<file path="config.mk">
export PLATFORM = sky130hd
export DESIGN_NAME = data_memory
export DESIGN_NICKNAME = d
export VERILOG_FILES = /design/src/rtl/data_memory.sv
export SDC_FILE = /design/constraint.sdc
export NUM_CORES = 2
export LEC_CHECK = 0
export ABC_AREA = 1
export CORE_MARGIN = 3
export CORE_UTILIZATION = 40
export DETAILED_ROUTE_END_ITERATION = 12
export PLACE_DENSITY_LB_ADDON = 0.25
export RECOVER_POWER = 25
export SYNTH_ARGS = -nofsm -noshare
export SYNTH_HDL_FRONTEND = slang
export SYNTH_SLANG_ARGS = --single-unit
</file>
<file path="constraint.sdc">
create_clock -name clk -period 2.7 [get_ports clk]
set_input_delay 0.54 -clock clk [delete_from_list [all_inputs] [get_ports clk]]
set_output_delay 0.54 -clock clk [all_outputs]
set_load 0.005 [all_outputs]
</file>
<file path="src/rtl/data_memory.sv">
// ============================================================================
// data_memory
// ----------------------------------------------------------------------------
// Single-port 2**ADDR_WIDTH x DATA_WIDTH data memory for the SIC-4 datapath.
// Reads are asynchronous, so load instructions see their data in the same
// cycle as the address. Writes are synchronous. One address bus serves both.
// A synchronous reset clears every word in a single edge.
//
// Parameters:
//   DATA_WIDTH   - word width (default 8)
//   ADDR_WIDTH   - address width, depth = 2**ADDR_WIDTH (default 8 -> 256)
//
// Ports:
//   clk          - system clock, all state changes on the rising edge
//   reset        - synchronous active-high, clears the whole array
//   addr         - word address shared by read and write
//   write_data   - word stored when write_enable is high
//   write_enable - active-high write strobe, sampled on rising clk
//   data         - combinational read data, mem[addr]
// ============================================================================
module data_memory #(
    parameter int DATA_WIDTH = 8,
    parameter int ADDR_WIDTH = 8
) (
    input  logic                  clk,
    input  logic                  reset,
    input  logic [ADDR_WIDTH-1:0] addr,
    input  logic [DATA_WIDTH-1:0] write_data,
    input  logic                  write_enable,
    output logic [DATA_WIDTH-1:0] data
);

    localparam int DEPTH = 2 ** ADDR_WIDTH;

    logic [DATA_WIDTH-1:0] mem [DEPTH];

    // Reset wins over a simultaneous write so the array comes out of a reset
    // edge fully cleared; any write presented on that edge is discarded.
    always_ff @(posedge clk) begin
        if (reset) begin
            for (int i = 0; i < DEPTH; i++) begin
                mem[i] <= '0;
            end
        end else if (write_enable) begin
            mem[addr] <= write_data;
        end
    end

    // No bypass: a word being written shows its old value until the edge.
    assign data = mem[addr];

endmodule

</file>
Word-level counts from Yosys, hierarchy flattened --
Memory sizes are Yosys's and may differ from the RTL's. Index checks and enable logic that the tools add are counted.
Cells by class: muxes and demuxes 8, reductions and logical operators 1
Operators by type and width (count):
- 8-bit 2-to-1 mux | 2
- 8-bit OR reduction | 1
- 1-bit 2-to-1 mux | 6
Storage, ports and cells: bits in writable memories 2048, bits of input ports 19, register bits after elaboration 0, memories kept 1, output and inout bits 8, word-level logic and storage cells 10
Memory list:
- mem | words 256, bits a word 8, read ports 1, clocked after Yosys merged registers in 0, wr ports 256, RTL line 35 | logic [DATA_WIDTH-1:0] mem [DEPTH];

Longest topological paths before layout --
depth in word-level cells 5, mapped depth 16, mapped depth without buffers 13

Worst setup path after synthesis --
OpenSTA, ideal clock, no wires.
path type input to output, start input port addr[2], end output port data[0], slack 0.227 ns, path buffers 3, required time 2.160 ns, stages on the path 14, arrival time 1.933 ns, cells stage by stage buf_4 > inv_2 > nand2_2 > inv_1 > clkbuf_1 > clkbuf_1 > nand2_1 > nand2_1 > o21ai_0 > nand2_1 > nor2_1 > nor2_1 > nor2_1 > nand2_1
Between the ends: cells in the longest elaborated chain, start to end 1
Ends and longest elaborated chain:
- from (decl) | RTL line 27 | input logic [ADDR_WIDTH-1:0] addr,
- memory read 256 x 8 bit
- to (decl) | RTL line 30 | output logic [DATA_WIDTH-1:0] data
Every way passes these cells.

Worst setup path after layout --
start input port addr[0], end output port data[0]
The elaborated chain is that of the path after synthesis.

==> flow_summary.ini <==
[critical_path]
startpoint_type = input port
path_class = input port to primary output
worstPathRequired_ns = 2.16
cp-end-kind = primary output
crit_arrival_ns = 2.86
path_common_cell = nand2_1
max_stage_delay_ns = 0.21
crit_slowest_cell = nor2_2
crit_buf_inv = 6
cp_top_family = simple AND/OR/NAND/NOR gates
path_max_fanout = 12
worstPathCellList = buf_12 > buf_12 > buf_16 > clkbuf_16 > nand2_1 > nand2_1 > nand2_1 > nand2_1 > nand2_1 > nand2_1 > o21ai_1 > nand2_2 > nor2_1 > nor2_1 > nor2_2 > nand2_1 > buf_6 > buf_6

[routing]
initialDrtViolationCount = 8399
wl_per_cell_um = 21.0
dr.pass1.iters = 8
wirelength_mm = 306
drc = 0
ant_nets = 0
dr_total_vias = 75500
vias_per_cell = 5.19

[sta]
hold_viol = 0
slew-limit-headroom = 0.127
holdWs_ns = 0.520
setup_slack_ns = -0.705
worst_slew_pin_slew_ns = 1.31
period_share = 1.26
setup_violations = 1222
setup_tns_ns = -136.29
slew_viol_final = 0
fmax_ghz = 0.294
rsz0062_at_grt = yes
post-route-min-period_ns = 3.40

[floorplan]
die_area_mm2 = 0.242
initial_utilization = 0.404
rows = 177
fp.coreArea_mm2 = 0.233
die_x_um = 491
pin_count = 27
die_h_um = 491

[place]
io_buffers = 26
dpl.cell_count = 14100
place.gp.congestion = 0.982
dp_hpwl_mm = 201

[synthesis]
synth_commonest_cells = nand2_1 (5247), nor2_1 (2159), edfxtp_1 (2048), clkbuf_1 (495), nand3_1 (187)
ys_ff_latch = 2048
synth_warnings = 0
syn-cell-area_mm2 = 0.0943
synth.top_cell.area_share = 0.652
syn-num-nets = 10600
synthArstFlopShare = 0
netlist_instances = 10600
yosysSeqAreaShare = 0.652
synth.avg_cell_area_um2 = 8.93
ys_types = 21
yosys-top-cells-area = edfxtp_1 (65%), nand2_1 (21%), nor2_1 (8.6%)
yosysMostFrequentCell = nand2_1
synth_edf_count = 2048
ys.flop_type = edfxtp_1
yosysTopAreaCell = edfxtp_1

[layout]
reg_top3 = mem: 2048 flops
utilization = 0.501
syn_to_final_growth_pct = 24.1
regMostFlops = mem
largest_reg_flops = 2048
num-nets-final = 11300
drive_above_1_share = 0.151
final_cells = 14600
nFillCells = 21400

[run_status]
violations = setup timing
status = finished, violations left

[cts]
clk_pin_slew_worst_paths_ns = 0.06
cts_tree = built
cts_root_buf = clkbuf_16
cts_htree_levels = 4
cts_hold_buf = 0
cts_made_buffers = 213
clockBufferDepth = 3
numClockSinks = 2048

[global_routing]
track_usage = 0.244
grt_pass1_vias = 72000
gr-total-overflow = 0
grt_first_pass_wirelength_mm = 447
antenna_found_initial = 3
grt_max_degree = 64

[worst_hold_path]
hold_depth = 3
holdPathEnd = mem[77][7]
worstHoldStart = write_data[7]
hp-class = input port to flip-flop

[power]
p_leak_nw = 50.2
max-vdd-ir-drop_mv = 0.687
p_per_area_mw_per_mm2 = 627
power_mw = 73.4

[run]
drv_cap = 0
[layout make-up]
cell class              instances  area [um^2]  area share
diodes                          2         5.00   0.0000428
clock buffers                 276         5650      0.0483
clock inverters               112          961     0.00821
well taps                    3132         3920      0.0335
inverters                      27          208     0.00178
repair buffers               1151        13500       0.115
multi-input cells            7810        31300       0.268
flip-flops and latches       2048        61500       0.526
[per-layer routing]
metal / share of wire / vias to the layer above / GRT usage
li1: - / 35300 / -
met1: 0.41 / 36600 / 0.331
met2: 0.47 / 3184 / 0.399
met3: 0.085 / 519 / 0.0369
met4: 0.039 / 2 / 0.0857
met5: 0.000042 / - / 0
[worst max-delay path by stage]
stage	start	endpoint	slack, ns	cells past startpoint
after floorplan	addr[2]	data[0]	0.23	14
after global placement	addr[2]	data[5]	-1.73	17
after detailed placement	addr[2]	data[5]	-1.70	17
after CTS	mem[73][7]	data[7]	-0.76	15
after global routing	addr[3]	data[1]	-0.76	17
final	addr[0]	data[0]	-0.70	18
[per-stage QoR]
step	setup WS (ns)	area, um^2
finish	-0.705	117000
detailed placement	-1.70	109000
global route	-0.760	117000
global placement	-1.73	109000
floorplan	0.227	94300
CTS	-0.765	116000
[cell usage in the layout (no fill, tap or decap), types with 22 or more instances in the layout]
master and n:
a21oi_1 31, buf_12 318, buf_16 24, buf_4 615, buf_6 44, clkbuf_1 102, clkbuf_16 235, clkbuf_2 56
clkinv_1 57, clkinv_2 26, edfxtp_1 2048, nand2_1 5077, nand2_2 147, nand2_4 27, nand3_1 147, nand3_2 38
nor2_1 2114, nor2_2 23, nor2_4 22, o21ai_0 24, o21ai_1 59, o21ai_2 65
[kinds of logic (layout without fill, tap and decap cells)]
| group | after synthesis | after routing | share of synthesized area |
|---|---|---|---|
| AO/OA/AOI/OAI | 192 | 192 | 0.0102 |
| other | 0 | 2 | 0 |
| AND/OR/NAND/NOR | 7618 | 7618 | 0.307 |
| buffers and inverters | 701 | 1566 | 0.0301 |
| flip-flops | 2048 | 2048 | 0.652 |
[where the power goes]
group | total, mW | switching (mW) | internal (mW)
Clock | 28.4 | 12.6 | 15.9
Sequential | 36.9 | 0.441 | 36.5
Combinational | 8.04 | 5.27 | 2.77
[what timing repair did]
| action | CTS | global route |
|---|---|---|
| setup endpoints to repair | 57 | 8 |
| pin swaps | 125 | 106 |
| resized for setup | 387 | 235 |
| buffers inserted | 13 | 11 |
| gates cloned | 9 | 22 |
Note: power is estimated with default switching activity, not from simulation.
